### src/rtl/seg7_hex_driver.sv
// seg7_hex_driver: shows a 16-bit value as 4 hex digits on a multiplexed
// common-anode 7-segment display. Frame-latched shadow registers avoid
// tearing, a guard band at the start of each digit dwell suppresses
// ghosting, leading zeros can be blanked, and a 15-step PWM sets
// brightness. All outputs are registered and change on the same edge.

// Per-digit lane: hex font decode plus leading-zero blank decision.
module seg7_digit_lane #(
  parameter bit IS_LSD = 1'b0       // rightmost digit is never blanked
) (
  input  logic [3:0] nib,
  input  logic       upper_zero,    // every nibble above this one is zero
  input  logic       blank_en,
  output logic [6:0] seg_n,
  output logic       blanked
);

  // Active-low hex font, bit 0 = segment a .. bit 6 = segment g.
  always_comb begin
    seg_n = 7'h7F;
    unique case (nib)
      4'h0: seg_n = 7'h40;
      4'h1: seg_n = 7'h79;
      4'h2: seg_n = 7'h24;
      4'h3: seg_n = 7'h30;
      4'h4: seg_n = 7'h19;
      4'h5: seg_n = 7'h12;
      4'h6: seg_n = 7'h02;
      4'h7: seg_n = 7'h78;
      4'h8: seg_n = 7'h00;
      4'h9: seg_n = 7'h10;
      4'hA: seg_n = 7'h08;
      4'hB: seg_n = 7'h03;
      4'hC: seg_n = 7'h46;
      4'hD: seg_n = 7'h21;
      4'hE: seg_n = 7'h06;
      4'hF: seg_n = 7'h0E;
      default: seg_n = 7'h7F;
    endcase
  end

  assign blanked = !IS_LSD && blank_en && (nib == 4'h0) && upper_zero;

endmodule

module seg7_hex_driver #(
  parameter int DWELL = 100000,     // cycles per digit, must exceed GUARD+1
  parameter int GUARD = 64          // dark cycles at the start of each dwell
) (
  input  logic        clk,
  input  logic        reset,
  input  logic [15:0] value,
  input  logic [3:0]  dp,
  input  logic        blank_lz,
  input  logic [3:0]  brightness,
  output logic [3:0]  an_n,
  output logic [6:0]  seg_n,
  output logic        dp_n,
  output logic        frame
);

  localparam int NUM_DIGITS = 4;
  localparam int CW         = (DWELL > 1) ? $clog2(DWELL) : 1;

  // Everything latched once per frame so a digit scan never mixes two values.
  typedef struct packed {
    logic [15:0] value;
    logic [3:0]  dp;
    logic        blank;
  } shadow_t;

  logic [CW-1:0] dwell_cnt_q, dwell_cnt_d;
  logic [1:0]    digit_q, digit_d;
  logic [3:0]    pwm_cnt_q, pwm_cnt_d;
  shadow_t       shadow_q, shadow_d;
  logic [3:0]    an_n_q, an_n_d;
  logic [6:0]    seg_n_q, seg_n_d;
  logic          dp_n_q, dp_n_d;
  logic          frame_q, frame_d;

  logic          dwell_wrap;
  logic          frame_start;
  logic          pwm_on;
  logic          lit;
  shadow_t       cur;

  // Frame start is the (digit 0, dwell 0) slot: reached by the 3->0 wrap or
  // by reset, which parks the counters there.
  assign dwell_wrap  = (dwell_cnt_q == CW'(DWELL - 1));
  assign frame_start = (dwell_cnt_q == '0) && (digit_q == 2'd0);
  assign pwm_on      = (pwm_cnt_q < brightness);

  // The load is visible in the frame-start slot itself, so the digit-0 dwell
  // beginning there already uses the new value even with GUARD = 0.
  assign cur = frame_start ? shadow_t'{value: value, dp: dp, blank: blank_lz}
                           : shadow_q;

  logic [NUM_DIGITS:0]             zero_above;
  logic [NUM_DIGITS-1:0][6:0]      lane_seg_n;
  logic [NUM_DIGITS-1:0]           lane_blanked;

  assign zero_above[NUM_DIGITS] = 1'b1;

  for (genvar k = 0; k < NUM_DIGITS; k++) begin : g_lane
    assign zero_above[k] = (cur.value[4*k +: 4] == 4'h0) && zero_above[k+1];

    seg7_digit_lane #(
      .IS_LSD (k == 0)
    ) u_lane (
      .nib        (cur.value[4*k +: 4]),
      .upper_zero (zero_above[k+1]),
      .blank_en   (cur.blank),
      .seg_n      (lane_seg_n[k]),
      .blanked    (lane_blanked[k])
    );
  end

  // A digit lights only past the guard band, in the PWM on-phase, unblanked.
  assign lit = (dwell_cnt_q >= CW'(GUARD)) && pwm_on && !lane_blanked[digit_q];

  // Next-state for scan counters, shadow and the registered display drive.
  always_comb begin
    dwell_cnt_d = dwell_wrap ? '0 : dwell_cnt_q + 1'b1;
    digit_d     = dwell_wrap ? digit_q + 2'd1 : digit_q;
    pwm_cnt_d   = (pwm_cnt_q == 4'd14) ? 4'd0 : pwm_cnt_q + 4'd1;
    shadow_d    = cur;
    frame_d     = frame_start;
    an_n_d      = 4'hF;
    seg_n_d     = 7'h7F;
    dp_n_d      = 1'b1;
    if (lit) begin
      an_n_d  = ~(4'b0001 << digit_q);
      seg_n_d = lane_seg_n[digit_q];
      dp_n_d  = ~cur.dp[digit_q];
    end
  end

  // State and outputs; reset parks the scan at digit 0 with the display dark.
  always_ff @(posedge clk) begin
    if (reset) begin
      dwell_cnt_q <= '0;
      digit_q     <= 2'd0;
      pwm_cnt_q   <= 4'd0;
      shadow_q    <= '0;
      an_n_q      <= 4'hF;
      seg_n_q     <= 7'h7F;
      dp_n_q      <= 1'b1;
      frame_q     <= 1'b0;
    end else begin
      dwell_cnt_q <= dwell_cnt_d;
      digit_q     <= digit_d;
      pwm_cnt_q   <= pwm_cnt_d;
      shadow_q    <= shadow_d;
      an_n_q      <= an_n_d;
      seg_n_q     <= seg_n_d;
      dp_n_q      <= dp_n_d;
      frame_q     <= frame_d;
    end
  end

  assign an_n  = an_n_q;
  assign seg_n = seg_n_q;
  assign dp_n  = dp_n_q;
  assign frame = frame_q;

endmodule

### config.mk
export PLATFORM = sky130hd
export DESIGN_NAME = seg7_hex_driver
export DESIGN_NICKNAME = d
export VERILOG_FILES = /design/src/rtl/seg7_hex_driver.sv
export SDC_FILE = /design/constraint.sdc
export NUM_CORES = 1
export LEC_CHECK = 0
export CORE_MARGIN = 10
export CORE_UTILIZATION = 57
export DETAILED_ROUTE_END_ITERATION = 16
export GPL_TIMING_DRIVEN = 0
export HOLD_SLACK_MARGIN = 0.12
export PLACE_DENSITY_LB_ADDON = 0.08
export SLEW_MARGIN = 5
export SYNTH_ARGS = -nofsm -noshare
export SYNTH_HDL_FRONTEND = slang
export SYNTH_HIERARCHICAL = 1
export SYNTH_SLANG_ARGS = --single-unit
### constraint.sdc
create_clock -name clk -period 4.5 [get_ports clk]
set_input_delay 1.125 -clock clk [delete_from_list [all_inputs] [get_ports clk]]
set_output_delay 1.125 -clock clk [all_outputs]
set_load 0.01 [all_outputs]
== After elaboration in Yosys (flattened, before gate mapping) ==
Memories as Yosys holds them, arrays and structs flattened.
Index checks and enable logic that the tools add are counted.

* $add $sub $neg: 3
* Magnitude comparators: 3
* Equality and inequality tests: 2
* Shift operators: 1
* Muxes and demuxes: 7
* Bitwise gates (word level): 3
* Reductions and logical operators: 18

{| class="wikitable"
|+ Operators with widths
! cell !! count
|-
| 21-bit two-way mux || 1
|-
| 17-bit by 1-bit adder with 17-bit output, second input constant || 1
|-
| 17-bit == test, second input constant || 1
|-
| 17-bit by 7-bit greater-or-equal comparator with 1-bit output, second input constant || 1
|-
| 17-bit logical NOT || 1
|-
| 7-bit binary-select mux with 2-bit select || 1
|-
| 4-bit logical NOT || 3
|-
| 1-bit logical AND || 9
|-
| 7-bit two-way mux || 1
|-
| 2-bit OR reduction || 3
|-
| 4-bit by 1-bit adder with 4-bit output, second input constant || 1
|-
| 1-bit binary-select mux with 2-bit select || 2
|-
| 4-bit == test, second input constant || 1
|-
| 4-bit < comparator || 1
|-
| 4-bit NOT || 1
|-
| 1-bit by 2-bit left shift with 4-bit output, first input constant || 1
|-
| 2-bit by 3-bit < comparator with 1-bit output, second input constant || 1
|-
| 2-bit by 1-bit adder with 2-bit output, second input constant || 1
|-
| 2-bit logical NOT || 1
|-
| 1-bit two-way mux || 2
|-
| 1-bit NOT || 2
|-
| 1-bit logical NOT || 1
|}

* Register bits: 57
* ROM bits: 448
* Bits of input ports: 27
* Output and inout bits: 13
* Logic and storage cells: 51
* Memories: 4

{| class="wikitable"
|+ Memory list
! memory !! words !! bits a word !! rd ports !! clocked after Yosys merged registers in !! wr ports !! RTL line !! source
|-
| (name not given) || 16 || 7 || 1 || 0 || 0 || 21 || <nowiki>unique case (nib)</nowiki>
|-
| (name not given) || 16 || 7 || 1 || 0 || 0 || 21 ||
|-
| (name not given) || 16 || 7 || 1 || 0 || 0 || 21 ||
|-
| (name not given) || 16 || 7 || 1 || 0 || 0 || 21 ||
|}

== Longest topological paths before layout ==
Gate-level depths: netlist of run 1.

* Depth in word-level cells: 12
* Mapped depth: 16
* Depth with buffers taken out: 12

== Hierarchy ==
Netlist of run 1, hierarchy kept.

{| class="wikitable"
|+ By module, submodules not included
! module !! times used !! cells each !! area an instance (sq um) !! sequential area each (sq um)
|-
| seg7_hex_driver || 1 || 261 || 2661.3 || 1141.1
|-
| seg7_digit_lane (g_lane[2].u_lane ...) || 2 || 32 || 287.8 || 0.0
|-
| seg7_digit_lane (g_lane[0].u_lane) || 1 || 34 || 286.5 || 0.0
|-
| seg7_digit_lane (g_lane[1].u_lane) || 1 || 37 || 284.0 || 0.0
|}

== Worst setup path after synthesis of run 1 ==
No wires, ideal clock.

* Kind: register to register
* Start: register digit_q[0]
* End: register dp_n_q (netlist: dp_n)
* Library setup time: 129 ps
* Data arrival time: 3665 ps
* Data required time: 4371 ps
* Setup slack: 706 ps
* Stages on the path, launching flop included: 16
* Path buffers: 4
* Clock period less this slack: 3794 ps
* Cell sequence: dfxtp_1 buf_2 buf_1 inv_1 ha_1 nand4_4 buf_2 mux2_2 inv_1 ha_1 and4_1 mux4_2 or4_1 a21oi_2 buf_2 o211ai_1

{| class="wikitable"
|+ RTL lines
! element !! RTL line !! source
|-
| start: declaration || 73 || <nowiki>logic [1:0] digit_q, digit_d;</nowiki>
|-
| start signal: assignment || 151 || <nowiki>digit_q <= digit_d;</nowiki>
|-
| end signal: assignment || 156 || <nowiki>dp_n_q <= dp_n_d;</nowiki>
|-
| end: declaration || 78 || <nowiki>logic dp_n_q, dp_n_d;</nowiki>
|}

==> metrics, run 1 <==
status completed; Avg Synthesized Cell Area 9.612 um2; pwr dens 319.6 mW/mm2; post-route setup TNS 0 ns; first-pass GRT wire length 13.57 mm; post-route cell area 0.004436 mm2; critical path data arrival time 4.41 ns; cells on worst reg2reg path 15; Final nets 509; Yosys warning total 6; via count 2,838; slew margin rel. 59.10%; clk_skew 0.005792 ns; routed vias/inst 5.426; vias in the first global route 2,834; worst setup path start digit_q[0]; post-route ant nets 0; core area 0.006386 mm2; area of the die 0.01028 mm2; hold path cells 1; floorplan row count 29; routed len/inst 15.43 um; WS Path Type flip-flop to flip-flop; RD Place Congestion 0.8564; endpoints failing hold 0; Clock Tree Buf Depth 2; DIE WIDTH 101.4 um; CP Launch Type flip-flop; Period Utilization, post-route 93.39%; Syn Std Cell Area 0.003777 mm2; Worst Hold Path EP dwell_cnt_q[0]; pin slew with the least headroom to its limit 0.6078 ns; Final Max Slew Viols 0; share of cells above drive strength 1 15.02%; Leakage 1.853 nW; Hold Crit Class flip-flop to flip-flop; cells after synthesis 393; area delta synth->final 17.42%; Placed Area 0.004264 mm2; GRT Overall Usage 16.28%; final core utilization 69.46%; Crit. End Element flip-flop; RSZ-0062 raised after global routing no; Root Driver clkbuf_8; CTS Sinks 57; Total Power 1.418 mW; diode count 0; drt initial violations 167; Max-cap violations 0; WP data required 4.71 ns; launching point of the worst reg2reg path digit_q[0]; Fmax 237.9 MHz; Worst Hold Slack 0.4788 ns; largest net degree at the start of global routing 11; antenna violations before repair 0; fillers 541; Initial Util 59.15%; Peak VDD IR 200.5 uV; clock-pin slew of the registers on the worst-case setup and hold paths 0.06 ns; GRT overflow 0; DRC errors left 0; FF-to-FF End dp_n; FF-to-FF setup slack 0.30 ns; HPWL after DPL 6.276 mm; Top Ports 40; Crit Path Max Fanout 10; PortBufs 39; latest clock arrival within the worst-skew pair 0.33 ns; final WL 8.070 mm; Die Ht 101.4 um; syn nets 459; H-tree levels 3; TritonCTS clock tree done; Final setup viols 0; Period minus WS final 4.203 ns; Pre-antenna DRT Iters 4; Hold Startpoint dwell_cnt_q[0]; CTS Buf Count 9
==> flip-flops by register name (all words and copies together), names as in the netlist <==
signal,count
dwell_cnt_q,17
pwm_cnt_q,4
digit_q,2
dp_n,1
seg_n,7
an_n,4
frame,1
shadow_q,21
==> routing by layer <==
layer	vias to the layer above	part of all wire, %	global-route usage [%]
met2	58	45	25.54
met4	0	1.2	6.324
met3	10	6.0	4.084
li1	1455	-	-
met1	1315	47	20.99
met5	-	0	0
==> final cells by class <==
class,count,area [um2],share of cell area [%]
plain buffers,21,131.4,2.962
clock buffers,11,151.4,3.413
clock inverters,3,17.52,0.3949
inverters,24,90.09,2.031
multi-input cells,291,2417,54.50
flip-flops and latches,57,1141,25.73
well taps,77,96.34,2.172
repair buffers,39,390.4,8.801
==> through the flow <==
step | cells | setup slack (ns)
2_1_floorplan | 393 | 0.7107
3_3_place_gp | 509 | 0.1999
3_5_place_dp | 509 | 0.06596
4_1_cts | 523 | 0.03834
5_1_grt | 523 | 0.004131
6_report | 523 | 0.2973
==> cell usage in the layout (no fill, tap or decap), types with 8 or more instances in the layout <==
cell,n
nand2b_1,11
a21oi_1,9
clkdlybuf4s50_1,39
nor2b_1,20
mux2i_1,26
inv_1,24
clkbuf_8,11
nand2_1,16
nand3_1,8
nor2_1,48
o21ai_0,8
mux2_2,20
dfxtp_1,57
ha_1,39
mux4_2,8
xor2_1,9
==> power by group <==
group / switching [mW] / total (mW) / internal, mW
clock network: 0.199 / 0.421 / 0.221
registers: 0.0119 / 0.540 / 0.529
logic: 0.227 / 0.457 / 0.230
==> worst max-delay path, stage by stage, from the launching register on <==
cell and delay [ns]:
dfxtp_1 0.36, buf_2 0.25, clkbuf_2 0.31, inv_1 0.11, ha_1 0.28, nand4_4 0.19
buf_2 0.33, mux2_2 0.31, inv_1 0.11, ha_1 0.24, and4_1 0.18, mux4_2 0.48
or4_1 0.43, a21oi_2 0.17, buf_2 0.24, o211ai_1 0.11
==> how the worst max path moves through the flow <==
stage	endpoint	slack [ns]
after floorplan	dp_n	0.71
after global placement	dp_n	0.20
after detailed placement	dp_n	0.07
after CTS	dp_n	0.04
after global routing	dp_n	0.004
final	dp_n	0.30
==> repair_timing <==
item | 4_1_cts | 5_1_grt
resized for setup | 0 | 2
setup buffers | 0 | 0
hold buffers | 0 | 0
endpoints found under the setup margin | 0 | 10
Note: power is estimated with default switching activity, not from simulation.
==> run 2, diff against run 1 <==
CAP_MARGIN = 20   (was unset)
PLACE_DENSITY = 0.82   (was unset)
PLACE_DENSITY_LB_ADDON = unset   (was 0.08)
SKIP_CTS_REPAIR_TIMING = 1   (was unset)
==> run 2 against run 1 <==
Sequential power barely moved. Hold slack improved by 0.0028 ns. Critical path depth did not move. Combinational power barely moved. Sequential share of layout area fell by 0.31 points. Clock-buffer cell count did not move.
==> metrics, run 2 (same netlist as run 1, synthesis figures left out) <==
status completed; crit-path cells buf_2, clkbuf_4, inv_1, ha_1, nand4_4, buf_2, mux2_2, inv_1, ha_1, and4_1, mux4_2, or4_1, a21oi_2, buf_2, o211ai_1; most frequent CP cell buf_2; Slowest-stage cell, CP mux4_2; combinational cell fraction of total power 29.7% (-2.5 points); cells on worst reg2reg path 15 (unchanged); commonest non-fill, non-tap cell in the layout dfxtp_1; GRT Overall Usage 16.88% (+0.61 points); RD Place Congestion 0.8934 (+4.3%); TritonCTS clock tree done; first-pass GRT wire length 14.01 mm (+3.2%); Reg with most FFs shadow_q; Crit path largest cell delay 0.46 ns (-0.02 ns); launching point of the worst reg2reg path digit_q[0]; hold path cells 1 (unchanged); pwr dens 343.1 mW/mm2 (+7.3%); Final nets 509 (unchanged); WP data required 4.72 ns (about the same); Peak VDD IR 226.4 uV (+13%); Top Ports 40 (unchanged); RSZ-0062 raised after global routing no; post-route cell area 0.004489 mm2 (+1.2%); routed len/inst 16.04 um (+3.9%); share of cells above drive strength 1 15.18% (+0.16 points); Final WS setup 0.3555 ns (+0.05825 ns); Period minus WS final 4.144 ns (-0.05825 ns); PortBufs 39 (unchanged); Fmax 241.3 MHz (+1.4%); H-tree levels 3 (unchanged); DRC errors left 0 (unchanged); max reg flops 21 (unchanged); sw frac 29.65% (-1.2 points); HPWL after DPL 6.417 mm (+2.3%); Placed Area 0.004264 mm2 (unchanged); area of the die 0.01028 mm2 (unchanged); Clock Tree Buf Depth 2 (unchanged); Int Power 1.084 mW (+11%); critical path data arrival time 4.37 ns (-0.04 ns); Total Power 1.540 mW (+8.7%); Leakage 1.879 nW (+1.4%); endpoints failing hold 0 (unchanged); CP Launch Type flip-flop; CTS Sinks 57 (unchanged); clock-pin slew of the registers on the worst-case setup and hold paths 0.07 ns (about the same); Final Max Slew Viols 0 (unchanged); Worst Hold Slack 0.4817 ns (+0.002829 ns); vias in the first global route 2,951 (+4.1%); post-route setup TNS 0 ns (unchanged); commonest non-fill, non-tap cells in the layout dfxtp_1, nor2_1, ha_1, clkdlybuf4s50_1, mux2i_1; Crit. End Element flip-flop; Hold Startpoint dwell_cnt_q[0]; Sequential Power Share 35.1% (-3.0 points); Root Driver clkbuf_8; post-route ant nets 0 (unchanged); Max-cap violations 0 (unchanged); clock share of power 35.2% (+5.5 points); diode count 0 (unchanged); Die Ht 101.4 um (unchanged); CTS Buf Count 9 (unchanged); core area 0.006386 mm2 (unchanged); largest net degree at the start of global routing 11 (unchanged); clk_skew 0.007603 ns (+0.001812 ns); latest clock arrival within the worst-skew pair 0.35 ns (+0.02 ns); sw power 0.4567 mW (+4.3%); Crit Path Max Fanout 10 (unchanged); DIE WIDTH 101.4 um (unchanged); area delta synth->final 18.85%; slew margin rel. 56.61% (-2.5 points); WS Path Type flip-flop to flip-flop; dpl ws 0.02913 ns (-0.03683 ns); Initial Util 59.15% (unchanged); antenna violations before repair 0 (unchanged); worst setup path start digit_q[0]; drt initial violations 87 (-48%); Period Utilization, post-route 92.10% (-1.3 points); routed vias/inst 5.575 (+2.7%); via count 2,927 (+3.1%); final WL 8.420 mm (+4.3%); pin slew with the least headroom to its limit 0.6448 ns (+0.03700 ns); Hold Crit Class flip-flop to flip-flop; floorplan row count 29 (unchanged); GRT overflow 0 (unchanged); Pre-antenna DRT Iters 4 (unchanged); Final setup viols 0 (unchanged)
## run 2: metal layers
metal / track usage (%) / vias to the layer above / routed length, um
met2: 28.66 / 59 / 4141
met4: 7.074 / 0 / 157
met3: 4.629 / 13 / 402
met1: 19.52 / 1386 / 3718
li1: - / 1469 / -
met5: 0 / - / 0
## run 2: power groups by stage
stage / sequential (mW) / clock, mW / combinational, mW
2_1_floorplan: 0.549 / 0 / 0.343
3_3_place_gp: 0.550 / 0 / 0.434
3_5_place_dp: 0.552 / 0 / 0.450
4_1_cts: 0.540 / 0.547 / 0.454
5_1_grt: 0.543 / 0.569 / 0.501
6_report: 0.540 / 0.542 / 0.458
## run 2: cell type report
cell class | instances | area, um2
buffer | 21 | 133.9
multi-input combinational | 291 | 2417
timing repair buffer | 39 | 390.4
clock buffer | 11 | 141.4
inverter | 24 | 90.09
fill | 488 | 1897
sequential | 57 | 1141
clock inverter | 5 | 78.83
tap | 77 | 96.34
## run 2: worst paths after layout
| check | endpoint | slack [ns] |
|---|---|---|
| setup reg to reg | dp_n | 0.36 |
| hold / removal | dwell_cnt_q[0] | 0.48 |
| hold reg to reg | dwell_cnt_q[0] | 0.48 |
| setup / recovery | dp_n | 0.36 |
## run 2: critical path, delay by kind of cell, from the launching register on
kind            cells  cell delay, ns
buf+inv             6            1.31
simple gates        3            0.77
mux                 2            0.77
fa+ha+maj           2            0.50
flops               1            0.36
compound gates      2            0.29
## run 2: per-stage QoR
step | util (%) | std cells
final | 70.30 | 525
after global routing | 70.30 | 525
after CTS | 70.22 | 525
after detailed placement | 66.77 | 509
after global placement | 66.77 | 509
after floorplan | - | 393
==> run 3, diff against run 2 <==
HOLD_SLACK_MARGIN = unset   (was 0.12)
==> results of run 3 <==
Final layout, timing and power as in run 2 (identical DEF).
